===== config.mk =====
export PLATFORM = sky130hd
export DESIGN_NAME = speck_key_sched_ctrl
export DESIGN_NICKNAME = d
export VERILOG_FILES = /design/src/rtl/speck_key_sched_ctrl.sv
export SDC_FILE = /design/constraint.sdc
export NUM_CORES = 2
export LEC_CHECK = 0
export ABC_AREA = 1
export BUFFER_PORTS_ARGS = -buffer_cell sky130_fd_sc_hd__buf_2
export CORE_ASPECT_RATIO = 1.2
export CORE_MARGIN = 2
export CORE_UTILIZATION = 42
export CTS_BUF_LIST = sky130_fd_sc_hd__clkbuf_2
export CTS_CLUSTER_DIAMETER = 80
export DETAILED_ROUTE_END_ITERATION = 6
export SLEW_MARGIN = 20
export SYNTH_ARGS = -nofsm -noshare
export SYNTH_HDL_FRONTEND = slang
export SYNTH_SLANG_ARGS = --single-unit

===== constraint.sdc =====
create_clock -name clk -period 5.12 [get_ports clk]
set_input_delay 0.512 -clock clk [delete_from_list [all_inputs] [get_ports clk]]
set_output_delay 0.512 -clock clk [all_outputs]
set_load 0.01 [all_outputs]

===== src/rtl/speck_key_sched_ctrl.sv =====
// rtl/speck_key_sched_ctrl.sv - Speck key-expansion sequencer: drives an external step unit, buffers round keys, streams them out
module speck_key_sched_ctrl #(
    parameter int ROUNDS  = 32,
    parameter int TIMEOUT = 15
) (
    input  logic         clk,
    input  logic         rst_n,
    input  logic         start,
    input  logic         mode,
    input  logic [127:0] key,
    output logic         busy,
    output logic         done,
    output logic         error,
    output logic         ks_start,
    output logic [127:0] ks_key,
    output logic [63:0]  ks_round,
    input  logic         ks_finished,
    input  logic [127:0] ks_out_key,
    output logic         rk_valid,
    input  logic         rk_ready,
    output logic [63:0]  rk_data,
    output logic [4:0]   rk_index,
    output logic         rk_last
);

    localparam int TW = (TIMEOUT < 2) ? 1 : $clog2(TIMEOUT);
    localparam logic [4:0] LAST_IDX = 5'(ROUNDS - 1);

    typedef enum logic [2:0] {
        S_IDLE,
        S_ISSUE,
        S_WAIT,
        S_STREAM,
        S_ERROR
    } state_t;

    state_t         state;
    logic           mode_q;
    logic [5:0]     round;
    logic [TW-1:0]  tcnt;
    logic [4:0]     n;
    logic [63:0]    rk_buf [ROUNDS];

    logic           accept;
    logic           capture;
    logic [4:0]     n_next;
    logic [4:0]     idx_next;

    assign accept   = ((state == S_IDLE) || (state == S_ERROR)) && start;
    // tcnt == 0 marks the first WAIT cycle, where ks_finished may still be the previous step's level
    assign capture  = (state == S_WAIT) && (tcnt != '0) && ks_finished;
    assign n_next   = n + 5'd1;
    assign idx_next = mode_q ? (LAST_IDX - n_next) : n_next;
    assign ks_round = {58'd0, round};

    always_ff @(posedge clk) begin
        if (accept)
            rk_buf[0] <= key[63:0];
        else if (capture)
            rk_buf[round[4:0] + 5'd1] <= ks_out_key[63:0];
    end

    always_ff @(posedge clk or negedge rst_n) begin
        if (!rst_n) begin
            state    <= S_IDLE;
            mode_q   <= 1'b0;
            round    <= '0;
            tcnt     <= '0;
            n        <= '0;
            busy     <= 1'b0;
            done     <= 1'b0;
            error    <= 1'b0;
            ks_start <= 1'b0;
            ks_key   <= '0;
            rk_valid <= 1'b0;
            rk_data  <= '0;
            rk_index <= '0;
            rk_last  <= 1'b0;
        end else begin
            done     <= 1'b0;
            ks_start <= 1'b0;
            case (state)
                S_IDLE, S_ERROR: begin
                    if (start) begin
                        mode_q   <= mode;
                        ks_key   <= key;
                        round    <= '0;
                        error    <= 1'b0;
                        busy     <= 1'b1;
                        ks_start <= 1'b1;
                        state    <= S_ISSUE;
                    end
                end
                S_ISSUE: begin
                    tcnt  <= '0;
                    state <= S_WAIT;
                end
                S_WAIT: begin
                    if (capture) begin
                        ks_key <= ks_out_key;
                        round  <= round + 6'd1;
                        if ((round + 6'd1) < 6'(ROUNDS - 1)) begin
                            ks_start <= 1'b1;
                            state    <= S_ISSUE;
                        end else begin
                            // In decrypt order the first key out is the one being captured right now
                            n        <= '0;
                            rk_valid <= 1'b1;
                            rk_last  <= 1'b0;
                            rk_index <= mode_q ? LAST_IDX : 5'd0;
                            rk_data  <= mode_q ? ks_out_key[63:0] : rk_buf[0];
                            state    <= S_STREAM;
                        end
                    end else if (tcnt == TW'(TIMEOUT - 1)) begin
                        error <= 1'b1;
                        busy  <= 1'b0;
                        state <= S_ERROR;
                    end else begin
                        tcnt <= tcnt + 1'b1;
                    end
                end
                S_STREAM: begin
                    if (rk_ready) begin
                        if (rk_last) begin
                            rk_valid <= 1'b0;
                            rk_last  <= 1'b0;
                            busy     <= 1'b0;
                            done     <= 1'b1;
                            state    <= S_IDLE;
                        end else begin
                            n        <= n_next;
                            rk_index <= idx_next;
                            rk_data  <= rk_buf[idx_next];
                            rk_last  <= (n_next == LAST_IDX);
                        end
                    end
                end
                default: state <= S_IDLE;
            endcase
        end
    end

endmodule

==> impl_metrics.env <==
export IMPL_status="finished, violations left"
export IMPL_violations="DRC"
export IMPL_min_period_ns=4.109
export IMPL_synth_area_top_cells="edfxtp_1 60%, nand3_1 11%, nand2_1 9.6%, inv_1 7.9%, dfrtp_1 5.4%"
export IMPL_antenna_found_initial=20
export IMPL_drive_above_1_share_pct=13.73
export IMPL_synthArstFlopShare_pct=9.780
export IMPL_via_per_inst=5.229
export IMPL_ant_nets=0
export IMPL_cts_setup_buffers=0
export IMPL_yosysSeqAreaShare_pct=65.61
export IMPL_area_growth_pct=18.33
export IMPL_yosys_warnings=0
export IMPL_cap_violations=0
export IMPL_clk_path_buf_depth=4
export IMPL_drc=6
export IMPL_clkLatencyLatePin_ns=1.79
export IMPL_synth_top_cell_area_share_pct=60.17
export IMPL_clkSlewWorstSetupHoldPaths_ns=0.13
export IMPL_synth_largest_area_cell="edfxtp_1"
export IMPL_grt_max_degree=140
export IMPL_synth_ff_type="edfxtp_1"
export IMPL_yosys_top_cells_count="2,625 x nand2_1, 2,194 x nand3_1, 2,146 x inv_1, 2,048 x edfxtp_1, 294 x clkbuf_1"
export IMPL_gp_congestion=0.8223
export IMPL_critical_path_required_ns=6.84
export IMPL_dp_hpwl_mm=169.6
export IMPL_synth_area_um2=102200
export IMPL_dpl_cell_area_um2=108600
export IMPL_initial_core_util_pct=42.18
export IMPL_drt_first_pass_iters=7
export IMPL_power_density_nw_per_um2=575.8
export IMPL_dieHeight_um=544.4
export IMPL_io_pins=529
export IMPL_worstPathMaxFanout=81
export IMPL_vdd_ir_drop_max_mv=1.218
export IMPL_wl_per_cell_um=22.29
export IMPL_netlist_instances=10510
export IMPL_skew_ns=0.1417
export IMPL_finalHoldViolations=0
export IMPL_grt_setup_unrepaired="false"
export IMPL_portBuffers=470
export IMPL_postLayoutCellArea_um2=120900
export IMPL_coreArea_um2=242300
export IMPL_vias=80910
export IMPL_finalMaxSlewViolations=0
export IMPL_setup_ws_ns=1.011
export IMPL_start_kind="register"
export IMPL_die_w_um=454.3
export IMPL_tns_ns=0
export IMPL_end_kind="register"
export IMPL_place_ws_ns=1.205
export IMPL_whs_ns=0.08410
export IMPL_grt_usage_pct=27.30
export IMPL_ys_ff_latch=2270
export IMPL_finalSetupViolCount=0
export IMPL_synth_edf_count=2048
export IMPL_holdCritPathClass="in2reg"
export IMPL_cts_tree="built"
export IMPL_drt_initial_drc_count=8004
export IMPL_rows=198
export IMPL_grt_pass1_wl_mm=503.8
export IMPL_final_util_pct=49.91
export IMPL_min_from="key[7]"
export IMPL_overflow=0
export IMPL_ys_types=30
export IMPL_dieArea_um2=247300
export IMPL_crit_start="state[1]$_DFFE_PN0P_"
export IMPL_numCtsBuffers=578
export IMPL_clockRootBuffer="clkbuf_2"
export IMPL_path_class="reg2reg"
export IMPL_crit_arrival_ns=5.83
export IMPL_fin_crit_sh_pct=80.25
export IMPL_grt_pass1_vias=79210
export IMPL_nFillCells=21860
export IMPL_worst_pin_slew_ns=1.193
export IMPL_rr_startpoint="state[1]$_DFFE_PN0P_"
export IMPL_nets=12100
export IMPL_post_synth_cell_area_avg_um2=9.726
export IMPL_leakagePower_nw=53.91
export IMPL_h_tree_depth=6
export IMPL_synth_most_common_cell="nand2_1"
export IMPL_cts_sinks=2270
export IMPL_drt_wl_total_mm=344.8
export IMPL_slew_headroom_pct=20.47
export IMPL_max_freq_mhz=243.4
==> flip-flops by register name (all words and copies together) (netlist names) <==
name / cells
rk_buf: 2048
ks_key: 128
rk_data: 64
round: 6
n: 5
rk_index: 5
tcnt: 4
state: 3
busy: 1
done: 1
error: 1
ks_start: 1
mode_q: 1
rk_last: 1
rk_valid: 1
==> timing repair <==
item                      in CTS  in global routing
hold endpoints to repair    2500                  0
hold buffers                 698                  0
resized for setup              0                  0
==> worst max-delay path: stages, from the launching register on <==
cell and delay [ns]:
dfrtp_1 0.42, nand2_1 0.19, nor2_4 0.07, buf_4 0.25, inv_6 0.56, buf_4 0.70, nand2_1 0.11, dlygate4sd3_1 0.62
a31oi_1 0.24, dlygate4sd3_1 0.60
==> power breakdown <==
part | switching [mW] | internal, mW | leakage (nW)
Clock | 7.61 | 5.04 | 4.02
Sequential | 0.831 | 22.9 | 21.0
Combinational | 23.0 | 10.3 | 28.9
==> metrics by stage <==
stage / instances / power, mW
after global placement: 13750 / 54.57
after floorplan: 10570 / 43.76
after CTS: 15460 / 69.24
after global routing: 15460 / 73.77
after detailed placement: 13750 / 54.98
final: 15470 / 69.63
==> placed cells by master (no fill, tap or decap), types with 72 or more instances in the layout <==
cell type | Yosys | final
nor2_1 | 241 | 207
dfrtp_1 | 222 | 221
buf_4 | 60 | 72
nand3_1 | 2194 | 2192
nand2_1 | 2625 | 2601
buf_2 | 203 | 469
clkbuf_2 | 0 | 854
clkinv_1 | 0 | 98
buf_12 | 0 | 89
o21ai_0 | 85 | 85
inv_1 | 2146 | 2144
dlygate4sd3_1 | 0 | 697
a31oi_1 | 128 | 128
edfxtp_1 | 2048 | 2048
==> layer usage <==
layer  GRT usage (%)  vias up  part of all wire, %
met5               0        -                0.017
met4           13.40        8                  4.9
met3           4.741      847                  8.4
met2           46.10     4142                   48
met1           33.81    39170                   39
li1                -    36740                    -
==> area by class of cell <==
class / instances / area [um^2] / area share (%)
antenna: 14 / 35.03 / 0.02897
clock buffer: 854 / 4274 / 3.534
clock inverter: 155 / 962.2 / 0.7956
inverter: 2151 / 8099 / 6.697
multi-input combinational: 5499 / 24810 / 20.52
sequential: 2270 / 67060 / 55.45
tap: 3200 / 4004 / 3.311
timing repair buffer: 1329 / 11690 / 9.665
==> cells by family (layout without fill, tap and decap cells) <==
kind of cell	after synthesis	in the layout	synth area share, %
DFF	2270	2270	65.61
xor gates and xnor gates	8	8	0.08326
other	1	72	0.003669
buffers and inverters	2796	4489	10.74
AOI/OAI and AO/OA	223	223	1.255
adders and majority gates	7	7	0.08569
and+or+nand+nor	5203	5203	22.22
==> worst paths after layout <==
kind / end / depth (start not counted) / slack, ns
max in group asynchronous: mode_q$_DFFE_PN0P_ / 6 / 3.28
hold reg to reg: rk_index[3]$_DFFE_PN0P_ / 2 / 0.50
min in group asynchronous: ks_key[44]$_DFFE_PN0P_ / 5 / 0.43
hold / removal: rk_buf[6][7]$_DFFE_PP_ / 4 / 0.08
setup / recovery: ks_key[32]$_DFFE_PN0P_ / 9 / 1.01
setup reg to reg: ks_key[32]$_DFFE_PN0P_ / 9 / 1.01
Power figures use the tool's default switching activity.
